[src/rtl/uk101_load_pkg.sv]
// uk101_load_pkg: shared state encoding and ASCII constants for the load sequencer
package uk101_load_pkg;
  typedef enum logic [1:0] {LS_IDLE, LS_SEND, LS_GAP} load_state_t;
  localparam logic [7:0] ASCII_CR = 8'h0D;
  localparam logic [7:0] ASCII_LF = 8'h0A;
endpackage

[src/rtl/ascii_load_sequencer_fifo.sv]
// load_fifo: synchronous first-word-fall-through FIFO.
// Ports: wr_en/wr_data push, rd_en pops, rd_data shows the head, count/full/empty status.
// A push while full is accepted only when a pop happens in the same cycle.
module load_fifo #(
  parameter int WIDTH = 8,
  parameter int DEPTH = 16
) (
  input  logic                         clk,
  input  logic                         rst,
  input  logic                         wr_en,
  input  logic [WIDTH-1:0]             wr_data,
  input  logic                         rd_en,
  output logic [WIDTH-1:0]             rd_data,
  output logic [$clog2(DEPTH+1)-1:0]   count,
  output logic                         full,
  output logic                         empty
);
  localparam int AW = $clog2(DEPTH);
  localparam int CW = $clog2(DEPTH+1);
  logic [WIDTH-1:0] mem [DEPTH];
  logic [AW-1:0] wp_q, rp_q;
  logic [CW-1:0] cnt_q;
  logic wr, rd;
  assign rd = rd_en & ~empty;
  assign wr = wr_en & (~full | rd);
  assign full = cnt_q == CW'(DEPTH);
  assign empty = cnt_q == '0;
  assign count = cnt_q;
  assign rd_data = mem[rp_q];
  always_ff @(posedge clk) begin
    if (wr) mem[wp_q] <= wr_data;
  end
  always_ff @(posedge clk) begin
    if (rst) begin
      wp_q <= '0;
      rp_q <= '0;
      cnt_q <= '0;
    end else begin
      if (wr) wp_q <= wp_q + 1'b1;
      if (rd) rp_q <= rp_q + 1'b1;
      cnt_q <= cnt_q + CW'(wr) - CW'(rd);
    end
  end
endmodule

[src/rtl/ascii_load_sequencer.sv]
// ascii_load_sequencer: paces ASCII text from the HPS download or UART into the ACIA RX register.
// Ports: clk_sys/reset; load_from selects file (0) or UART (1); ioctl_* download side with
// ioctl_wait back-pressure; uart_valid/uart_data; rx_ready/rx_strobe/rx_data to the ACIA;
// busy activity flag; overflow sticky drop flag.
module ascii_load_sequencer
  import uk101_load_pkg::*;
#(
  parameter int FIFO_DEPTH = 16,
  parameter int CHAR_GAP   = 2000,
  parameter int LINE_GAP   = 480000
) (
  input  logic       clk_sys,
  input  logic       reset,
  input  logic       load_from,
  input  logic       ioctl_download,
  input  logic       ioctl_wr,
  input  logic [7:0] ioctl_data,
  output logic       ioctl_wait,
  input  logic       uart_valid,
  input  logic [7:0] uart_data,
  input  logic       rx_ready,
  output logic       rx_strobe,
  output logic [7:0] rx_data,
  output logic       busy,
  output logic       overflow
);
  localparam int CW = $clog2(FIFO_DEPTH+1);
  localparam int GW = $clog2(LINE_GAP+1);
  load_state_t state_q, state_d;
  logic [GW-1:0] gap_q, gap_d;
  logic [7:0] rx_data_q, wr_data, head;
  logic [CW-1:0] count;
  logic wr_en, pop, full, empty, wait_q, busy_q, ovf_q;
  // LF is stripped only from file downloads; the UART path is passed through verbatim.
  assign wr_data = load_from ? uart_data : ioctl_data;
  assign wr_en = load_from ? uart_valid : ioctl_wr & ioctl_download & (ioctl_data != ASCII_LF);
  assign pop = state_q == LS_SEND;
  load_fifo #(.WIDTH(8), .DEPTH(FIFO_DEPTH)) u_fifo (
    .clk(clk_sys), .rst(reset), .wr_en(wr_en), .wr_data(wr_data), .rd_en(pop),
    .rd_data(head), .count(count), .full(full), .empty(empty)
  );
  // GAP leaves at gap==1 so that IDLE sees gap==0 on the next cycle, giving a strobe
  // spacing of exactly CHAR_GAP+1 (or LINE_GAP+1) cycles; the decrement saturates at 0.
  always_comb begin
    state_d = state_q;
    gap_d = gap_q;
    state_d = state_q == LS_IDLE ? ((~empty & rx_ready & (gap_q == '0)) ? LS_SEND : LS_IDLE)
            : state_q == LS_SEND ? LS_GAP
            : (gap_q <= GW'(1) ? LS_IDLE : LS_GAP);
    gap_d = pop ? (head == ASCII_CR ? GW'(LINE_GAP-1) : GW'(CHAR_GAP-1))
          : (state_q == LS_GAP && gap_q != '0) ? gap_q - 1'b1 : gap_q;
  end
  always_ff @(posedge clk_sys) begin
    if (reset) begin
      state_q <= LS_IDLE;
      gap_q <= '0;
      rx_data_q <= 8'h00;
      wait_q <= 1'b0;
      busy_q <= 1'b0;
      ovf_q <= 1'b0;
    end else begin
      state_q <= state_d;
      gap_q <= gap_d;
      if (pop) rx_data_q <= head;
      wait_q <= ~load_from & (count >= CW'(FIFO_DEPTH-2));
      busy_q <= ioctl_download | ~empty | (state_q != LS_IDLE);
      ovf_q <= ovf_q | (wr_en & full & ~pop);
    end
  end
  // The head is shown alongside the strobe; afterwards the captured copy holds the value.
  assign rx_strobe = pop;
  assign rx_data = pop ? head : rx_data_q;
  assign ioctl_wait = wait_q;
  assign busy = busy_q;
  assign overflow = ovf_q;
endmodule
[config.mk]
export PLATFORM = sky130hd
export DESIGN_NAME = ascii_load_sequencer
export DESIGN_NICKNAME = d
export VERILOG_FILES = /design/src/rtl/uk101_load_pkg.sv /design/src/rtl/ascii_load_sequencer_fifo.sv /design/src/rtl/ascii_load_sequencer.sv
export SDC_FILE = /design/constraint.sdc
export NUM_CORES = 1
export LEC_CHECK = 0
export BUFFER_PORTS_ARGS = -buffer_cell sky130_fd_sc_hd__buf_4
export CAP_MARGIN = 0
export CORE_UTILIZATION = 55
export CTS_BUF_LIST = sky130_fd_sc_hd__clkbuf_8
export DETAILED_ROUTE_END_ITERATION = 12
export PLACE_DENSITY = 0.8
export SETUP_SLACK_MARGIN = 0.05
export SYNTH_ARGS = -nofsm -noshare
export SYNTH_HDL_FRONTEND = slang
export SYNTH_SLANG_ARGS = --single-unit
[constraint.sdc]
create_clock -name clk_sys -period 7.15 [get_ports clk_sys]
set_input_delay 0.3575 -clock clk_sys [delete_from_list [all_inputs] [get_ports clk_sys]]
set_output_delay 0.3575 -clock clk_sys [all_outputs]
set_load 0.01 [all_outputs]
==> reports/results.md <==
- finished clean — outcome
- 2 — maximum buffer depth of the clock tree
- 6.04 — vias per std cell
- 0.884 mW — Psw
- 3 — hold depth
- yes — CTS tree
- 3.84 ns — data arrival time at the worst-slack endpoint
- 0 — final hold violation count
- 0 — asr flop ratio synth
- 0.292 — logic gate share of total power
- 0.225 — Overall Global Routing Usage
- 3.45 ns — minimum clock period after layout
- 13,300 µm² — standard cell core area
- sky130_fd_sc_hd__clkbuf_8 — clock root buffer
- 0 — cells resized by post-CTS repair
- 0 — postcts setup bufs
- 0.170 — worst relative slew slack
- 331 nW/µm² — total power divided by cell area
- 0.510 — top-area cell type share of the netlist area
- false — setup repair after global routing missed its margin
- 177 — Num Clock Sinks
- 0 — total congestion overflow after global routing
- 119 µm — overall die height
- 2.75 mW — total power draw
- 14,200 µm² — Die Footprint
- 1.86 mW — internal power of the cells
- 539 — synthesized instance count
- 7900 µm² — area post-placement
- 14.9 mm — routed wire length
- 1.24 ns — worst slew pin tran
- 0.567 — starting density of the core
- 35 — number of primary I/O pins
- 10.2 mm — Final HPWL DP
- 24 — maximum net fanout on the critical path
- 177 — flops & latches, synth
- 938 — fill count
- 4 — H-tree depth
- sky130_fd_sc_hd__edfxtp_1 — most used standard cell by instance count after synthesis
- in2reg — kind of path behind the tightest hold check
- 2.90 nW — leakage
- 612 — final-stage net count
- 23.6 mm — first-pass GRT wire length
- 7.53 ns — critical path data required time
- 119 µm — chip width
- 0 — number of setup violations in the final report
- 0.45 ns — clock latency reported for the late side of the worst-skew pair
- 42 — Site Rows
- register — nature of the critical path endpoint
- 43 — pin count of the biggest net entering global routing
- 8300 µm² — final std cell area, no fill
- register — element type at the critical path start
- 0 — count of inserted antenna diode cells
- 0 — number of nets with antenna violations after routing
- 4,450 — vias in the first global route
- sky130_fd_sc_hd__edfxtp_1, sky130_fd_sc_hd__dfxtp_1, sky130_fd_sc_hd__mux4_2 — top area cells in the synthesized netlist
- 10.2% — Layout area overhead
- 34 — count of input and output buffers
- 7530 µm² — synthesized area
- 0.270 mV — Peak supply drop
- 9 — number of cells on the worst reg-to-reg path
- 0.460 — power share of the sequential group
- 0 — max cap viols
- 0.322 — sw frac
- 0 ns — final total negative setup slack
- 0.848 — final weighted congestion of routability-driven global placement
- 17 — number of CTS-inserted buffers
- 19.6 µm — WL per Instance
- sky130_fd_sc_hd__edfxtp_1 — dominant synthesized flop cell
- 290 MHz — maximum operating frequency
- 0.483 — post-route clock period utilization
- 0.0158 ns — worst setup skew after layout
- 0.183 — layout cell share with drive strength beyond 1
- 0 — antenna violations before repair
- 0 — number of hold-repair buffers added at the cts stage
- 559 — DRT iter0 DRCs
- 580 — synthesized net count
- 0 — number of pins with negative max-slew slack in the final report
- 0.248 — clock share of power
- 5 — total iterations of the first detailed-routing run
- sky130_fd_sc_hd__edfxtp_1, sky130_fd_sc_hd__nor2_1, sky130_fd_sc_hd__dfxtp_1 — top cells by count, synth
- 0 — DRC errors left
- reg2reg — WS Path Type
- 4,587 — routed via count
- 128 — number of enable-type register cells in the synthesized netlist
- 0 — Yosys warnings
- 0.09 ns — clock transition at the registers of the reported paths
- sky130_fd_sc_hd__edfxtp_1 — cell taking the most area after synthesis
- 14.0 µm² — syn avg cell area
- 0.641 — proportion of synthesized chip area in sequential cells
- 61 — count of different cell masters after synthesis
## metrics by stage
step,instances,util,setup WS [ns],hold WS (ns)
2_1_floorplan,539,-,4.57,0.444
6_report,760,0.624,3.70,0.169
5_1_grt,760,0.624,3.50,0.147
3_5_place_dp,728,0.594,3.69,0.458
4_1_cts,760,0.624,3.66,0.147
3_3_place_gp,728,0.594,3.80,0.450
## power groups by stage
stage / sequential (mW) / clock [mW] / combinational (mW)
finish: 1.26 / 0.680 / 0.803
global route: 1.28 / 0.728 / 0.889
CTS: 1.26 / 0.687 / 0.800
detailed placement: 1.29 / 0 / 0.795
global placement: 1.28 / 0 / 0.767
floorplan: 1.25 / 0 / 0.619
## path summary, 6_finish.rpt
check	from	to	slack, ns
min reg2reg	overflow$_SDFF_PP0_	overflow$_SDFF_PP0_	0.47
max	register	gap_q[14]$_SDFFE_PP0P_	3.70
min	rx_ready	state_q[0]$_SDFF_PP0_	0.17
max reg2reg	register	gap_q[14]$_SDFFE_PP0P_	3.70
## cell usage in the layout, fill, tap and decap left out, types with 4 or more instances in the layout
master                     instances
sky130_fd_sc_hd__nand2_1          38
sky130_fd_sc_hd__a21oi_1          20
sky130_fd_sc_hd__o211a_1           5
sky130_fd_sc_hd__a22oi_1           6
sky130_fd_sc_hd__nor3_1           13
sky130_fd_sc_hd__nand3b_1          4
sky130_fd_sc_hd__xor2_1            7
sky130_fd_sc_hd__nor2_1           61
sky130_fd_sc_hd__mux2_2            8
sky130_fd_sc_hd__clkbuf_8         19
sky130_fd_sc_hd__buf_4            38
sky130_fd_sc_hd__ha_1             17
sky130_fd_sc_hd__mux4_2           23
sky130_fd_sc_hd__edfxtp_1        128
sky130_fd_sc_hd__a221oi_1          5
sky130_fd_sc_hd__nor4_1            8
sky130_fd_sc_hd__mux2i_1          18
sky130_fd_sc_hd__inv_1            17
sky130_fd_sc_hd__o21ai_0           7
sky130_fd_sc_hd__xnor2_1           6
sky130_fd_sc_hd__o21ai_1          10
sky130_fd_sc_hd__nor2b_1           6
sky130_fd_sc_hd__nand3_1          12
sky130_fd_sc_hd__dfxtp_1          48
## sequential cells by signal, indices dropped and copies added, names as in the netlist, named ones only
name / count
u_fifo.mem: 128
u_fifo.wp_q: 4
rx_data_q: 8
u_fifo.rp_q: 4
state_q: 2
ioctl_wait: 1
u_fifo.count: 5
busy: 1
gap_q: 19
overflow: 1
## critical path, stage by stage (launching register included)
cell,delay [ns]
sky130_fd_sc_hd__dfxtp_2,0.67
sky130_fd_sc_hd__buf_4,0.49
sky130_fd_sc_hd__mux4_2,0.58
sky130_fd_sc_hd__a22oi_1,0.24
sky130_fd_sc_hd__and3_1,0.22
sky130_fd_sc_hd__nand2_1,0.07
sky130_fd_sc_hd__nor3_2,0.11
sky130_fd_sc_hd__nand3_1,0.39
sky130_fd_sc_hd__a221o_1,0.49
sky130_fd_sc_hd__a21boi_1,0.11
## area by class of cell
type / count / area, µm² / area share
multi-input cells: 323 / 2520 / 0.303
flip-flops and latches: 177 / 4830 / 0.581
clock inverters: 13 / 136 / 0.0164
well taps: 176 / 220 / 0.0265
inverters: 14 / 52.6 / 0.00633
clock buffers: 19 / 262 / 0.0315
repair buffers: 38 / 285 / 0.0344
## logic make-up (layout without fill, tap and decap cells)
logic type / after synthesis / count (layout) / share of synthesized area
compound gates: 75 / 75 / 0.0699
fa+ha+maj: 18 / 18 / 0.0309
simple gates: 165 / 165 / 0.104
buf+inv: 39 / 84 / 0.0259
flops: 177 / 177 / 0.641
xor+xnor: 13 / 13 / 0.0151
mux: 52 / 52 / 0.113
## layer usage
metal	share of wire	vias to the layer above	global-route usage
met2	0.50	180	0.360
met1	0.41	2270	0.296
met3	0.070	33	0.0565
met5	0	-	0
met4	0.021	0	0.0854
li1	-	2104	-
Note: power is estimated with default switching activity, not from simulation.
